===== config.mk =====
export PLATFORM = sky130hd
export DESIGN_NAME = uart_fifo_bridge
export DESIGN_NICKNAME = d
export VERILOG_FILES = /design/src/rtl/uart_fifo_bridge.sv
export SDC_FILE = /design/constraint.sdc
export NUM_CORES = 1
export LEC_CHECK = 0
export BUFFER_PORTS_ARGS = -buffer_cell sky130_fd_sc_hd__clkbuf_2
export CAP_MARGIN = 10
export CORE_MARGIN = 10
export CORE_UTILIZATION = 50
export CTS_BUF_LIST = sky130_fd_sc_hd__clkbuf_16
export CTS_CLUSTER_DIAMETER = 200
export DETAILED_ROUTE_END_ITERATION = 16
export PLACE_DENSITY = 0.76
export SLEW_MARGIN = 15
export SYNTH_ARGS = -nofsm -noshare
export SYNTH_HDL_FRONTEND = slang
export SYNTH_SLANG_ARGS = --single-unit

===== constraint.sdc =====
create_clock -name clk -period 3.7 [get_ports clk]
set_clock_uncertainty 0.05 [all_clocks]
set_input_delay 0.37 -clock clk [delete_from_list [all_inputs] [get_ports clk]]
set_output_delay 0.37 -clock clk [all_outputs]
set_load 0.02 [all_outputs]

===== src/rtl/uart_fifo_bridge.sv =====
// uart_fifo_bridge: buffered TX (core->host) and RX (host->core) byte FIFOs with occupancy outputs.
// Defining UART_LOOPBACK_EN adds a loopback port that routes the TX head straight into the RX FIFO.
module uart_fifo_bridge_fifo #(
    parameter int DATA_W = 8,
    parameter int DEPTH = 16,
    parameter int LVL_W = $clog2(DEPTH + 1)
) (
    input  logic              clk,
    input  logic              reset,
    input  logic              push,
    input  logic [DATA_W-1:0] pushData,
    input  logic              pop,
    output logic [DATA_W-1:0] head,
    output logic [LVL_W-1:0]  level
);
    localparam int PTR_W = $clog2(DEPTH);
    logic [DATA_W-1:0] mem [DEPTH];
    logic [PTR_W-1:0] wrPtr, rdPtr;
    always_ff @(posedge clk) if (push) mem[wrPtr] <= pushData;
    always_ff @(posedge clk) begin
        if (reset) begin
            wrPtr <= '0;
            rdPtr <= '0;
            level <= '0;
        end else begin
            if (push) wrPtr <= wrPtr + 1'b1;
            if (pop) rdPtr <= rdPtr + 1'b1;
            level <= level + LVL_W'(push) - LVL_W'(pop);
        end
    end
    assign head = (level != '0) ? mem[rdPtr] : '0;
endmodule

module uart_fifo_bridge #(
    parameter int DATA_W = 8,
    parameter int DEPTH = 16,
    parameter int DROP_ON_FULL = 0
) (
    input  logic                         clk,
    input  logic                         reset,
    input  logic [DATA_W-1:0]            core_tx_data,
    input  logic                         core_tx_valid,
    output logic                         core_tx_ready,
    output logic [DATA_W-1:0]            core_rx_data,
    output logic                         core_rx_valid,
    input  logic                         core_rx_ready,
    output logic [DATA_W-1:0]            host_tx_data,
    output logic                         host_tx_valid,
    input  logic                         host_tx_ready,
    input  logic [DATA_W-1:0]            host_rx_data,
    input  logic                         host_rx_valid,
    output logic                         host_rx_ready,
    output logic [$clog2(DEPTH+1)-1:0]   tx_level,
    output logic [$clog2(DEPTH+1)-1:0]   rx_level,
    output logic                         rx_overflow,
    input  logic                         overflow_clr
`ifdef UART_LOOPBACK_EN
    ,
    input  logic                         loopback
`endif
);
    localparam int LVL_W = $clog2(DEPTH + 1);
    localparam logic [LVL_W-1:0] FULL = LVL_W'(DEPTH);
    logic lb, txFull, rxFull, txPush, txPop, rxPush, rxPop, move, drop, overflowFlag;
    logic [DATA_W-1:0] rxPushData;
`ifdef UART_LOOPBACK_EN
    assign lb = loopback;
`else
    assign lb = 1'b0;
`endif
    // Readiness comes only from registered levels, so a full FIFO refuses a push even while popping.
    always_comb begin
        txFull = tx_level == FULL;
        rxFull = rx_level == FULL;
        core_tx_ready = !txFull;
        core_rx_valid = rx_level != '0;
        host_tx_valid = !lb && tx_level != '0;
        host_rx_ready = !lb && (DROP_ON_FULL != 0 || !rxFull);
        move = lb && tx_level != '0 && !rxFull;
        txPush = core_tx_valid && core_tx_ready;
        txPop = (host_tx_valid && host_tx_ready) || move;
        rxPush = (host_rx_valid && host_rx_ready && !rxFull) || move;
        rxPushData = move ? host_tx_data : host_rx_data;
        rxPop = core_rx_valid && core_rx_ready;
        drop = DROP_ON_FULL != 0 && !lb && host_rx_valid && rxFull;
        rx_overflow = overflowFlag;
    end
    always_ff @(posedge clk) begin
        if (reset) overflowFlag <= 1'b0;
        else if (drop) overflowFlag <= 1'b1;
        else if (overflow_clr) overflowFlag <= 1'b0;
    end
    uart_fifo_bridge_fifo #(.DATA_W(DATA_W), .DEPTH(DEPTH), .LVL_W(LVL_W)) txFifo (
        .clk(clk), .reset(reset), .push(txPush), .pushData(core_tx_data),
        .pop(txPop), .head(host_tx_data), .level(tx_level)
    );
    uart_fifo_bridge_fifo #(.DATA_W(DATA_W), .DEPTH(DEPTH), .LVL_W(LVL_W)) rxFifo (
        .clk(clk), .reset(reset), .push(rxPush), .pushData(rxPushData),
        .pop(rxPop), .head(core_rx_data), .level(rx_level)
    );
endmodule

==> impl_metrics.json <==
{
  "finalHoldViolations": 0,
  "cts_tree": "done",
  "grt.total_usage": 0.1440,
  "drc": 0,
  "grt_max_degree": 33,
  "fin_ws_ns": 0.5451,
  "grt.overflow.total": 0,
  "min_period_ns": 3.155,
  "insertedDiodeCount": 0,
  "maxCapViolCount": 0,
  "avgRoutedWirePerCell_um": 21.20,
  "ant_nets": 0,
  "clock_path_buffers": 3,
  "crit_type": "reg2out",
  "setup_viol": 0,
  "path_clk_slew_ns": 0.06,
  "synth.largest_area_cell": "edfxtp_1",
  "end_kind": "primary output",
  "fin_cells": 1043,
  "outcome": "finished, final reports clean",
  "drive_above_1_share": 0.2307,
  "rows": 56,
  "rsz0062_at_grt": "no",
  "initial_core_util": 0.5044,
  "power.leakage_uw": 0.004443,
  "portBuffers": 51,
  "worst-path-buf-inv": 2,
  "holdWs_ns": 0.1318,
  "finalWirelength_um": 22110,
  "p_per_area_mw_per_mm2": 662.8,
  "die_x_um": 173.4,
  "fmax_mhz": 317.0,
  "pin_count": 54,
  "htree_levels": 1,
  "vias": 5885,
  "place.gp.congestion": 0.7480,
  "slowest_delay_ns": 0.78,
  "hold_buffers": 0,
  "antenna_found_initial": 0,
  "postCtsSetupBuffers": 0,
  "yosysTopAreaCellShare": 0.6532,
  "period_share": 0.8527,
  "min_path_type": "in2reg",
  "pre_cts_ws_ns": 0.5911,
  "cp_slowest_cell": "dfxtp_1",
  "tightest_slew_ns": 0.9281,
  "finish.net_count": 749,
  "path_cells": "buf_4 > mux4_1 > mux2_2 > o21ai_0 > a21oi_1 > clkbuf_2",
  "finalPower_uw": 8774,
  "yosysWarnings": 0,
  "synth_area_mm2": 0.01177,
  "synthTopCellsByArea": "edfxtp_1 65%, mux4_2 7.3%, mux4_1 5.8%",
  "synth.distinct_cells": 36,
  "firstDrtPassIters": 5,
  "grt_pass1_wl_um": 34800,
  "hpwlAfterDp_um": 14510,
  "worstPathArrival_ns": 2.73,
  "ir_drop_v": 0.0004797,
  "max-slew-margin-rel": 0.3790,
  "place_inst": 991,
  "clock_latency_ns": 0.53,
  "fp.dieH_um": 173.4,
  "drt_iter0_markers": 497,
  "drv_slew": 0,
  "cts_sinks": 290,
  "seq_area_frac_synth": 0.7110,
  "crit_family": "flip-flops",
  "core_area_mm2": 0.02333,
  "syn_inst": 634,
  "syn2layout_area_growth_pct": 12.48,
  "required_ns": 3.28,
  "dieArea_mm2": 0.03007,
  "cts_resized": 0,
  "crit_fanout": 15,
  "grt_pass1_vias": 6229,
  "cts_made_buffers": 29,
  "avgViaCountPerCell": 5.642,
  "synth_seq_cells": 290,
  "syn_nets": 680,
  "cp-start-kind": "flip-flop",
  "root_buffer": "clkbuf_16",
  "tns_ns": 0,
  "avgSynthCellArea_um2": 18.56
}
-- cells by family after synthesis --
kind of cell | after synthesis | share of synthesized area
compound gates | 45 | 0.01999
xor+xnor | 16 | 0.01191
fa+ha+maj | 23 | 0.02573
buf+inv | 58 | 0.02722
flops | 290 | 0.7110
mux | 96 | 0.1597
other cells | 1 | 0.0003186
simple gates | 105 | 0.04412
-- power breakdown --
group,internal [uW],total (uW),leakage (uW),switching (uW)
Combinational,957,2230,0.00140,1270
Sequential,3750,3860,0.00259,112
Clock,1550,2680,0.000451,1130
Total,6260,8770,0.00444,2510
-- cell usage after synthesis --
library cell	count
buf_4	3
nand3_1	13
nor3_1	10
buf_6	6
nand2_1	17
mux2_2	16
mux4_1	26
conb_1	1
o21bai_1	2
and4_1	1
ha_1	21
clkbuf_1	12
a21oi_1	25
inv_1	23
nor3b_1	3
nor2b_1	6
fa_1	2
mux4_2	38
mux2i_1	16
nor2_1	36
o21ai_1	10
buf_1	1
or4b_2	2
nand4bb_1	2
and3_1	3
a21o_1	2
xnor2_1	4
nor4_1	4
buf_12	2
o21ai_0	6
xor2_1	12
edfxtp_1	256
buf_2	11
dfxtp_1	34
nand2b_1	2
and2_1	6
-- routing by layer --
layer,part of all wire,vias up,track usage
met1,0.42,3025,0.1874
met4,0.017,0,0.03414
met5,0,-,0
met2,0.51,180,0.2464
met3,0.056,35,0.02570
li1,-,2645,-
-- tightest hold or removal path, cell delays in order --
cell and delay, ns:
clkbuf_2 0.11, nand3_1 0.09, a21oi_1 0.07
-- final cells by class --
type | count | area [um^2]
clock inverter | 23 | 157.7
clock buffer | 29 | 725.7
timing repair buffer | 73 | 420.4
inverter | 23 | 86.33
tap | 319 | 399.1
fill | 1722 | 10090
multi-input combinational | 286 | 3080
sequential | 290 | 8368
-- flip-flops by register name, summed over array words and instances (netlist names), named ones only --
name,cells
rxFifo.rdPtr,4
txFifo.mem,128
txFifo.level,5
rxFifo.wrPtr,4
txFifo.rdPtr,4
txFifo.wrPtr,4
rxFifo.level,5
rxFifo.mem,128
-- final timing paths --
kind	startpoint	end	slack, ns	depth (start not counted)
max reg2reg	rxFifo.level[2]$_SDFF_PP0_	rxFifo.level[4]$_SDFF_PP0_	0.60	13
min	host_tx_ready	txFifo.rdPtr[1]$_SDFFE_PP0N_	0.13	3
min reg2reg	rxFifo.rdPtr[1]$_SDFFE_PP0P_	rxFifo.rdPtr[1]$_SDFFE_PP0P_	0.46	2
max	flip-flop	core_rx_data[7]	0.55	6
-- stage by stage --
step | area (um^2) | util
2_1_floorplan | 11770 | -
6_report | 13240 | 0.5674
3_3_place_gp | 12350 | 0.5295
4_1_cts | 13240 | 0.5674
3_5_place_dp | 12350 | 0.5295
5_1_grt | 13240 | 0.5674
-- layout by cell type, fill, tap and decap left out, types with 12 or more instances in the layout --
master,count
clkbuf_16,29
buf_4,22
ha_1,21
clkbuf_2,51
nand2_1,17
dfxtp_1,34
mux2_2,16
mux4_2,38
xor2_1,12
a21oi_1,25
nor2_1,36
inv_1,28
edfxtp_1,256
mux2i_1,16
nand3_1,13
mux4_1,26
(Power assumes the default switching activity.)
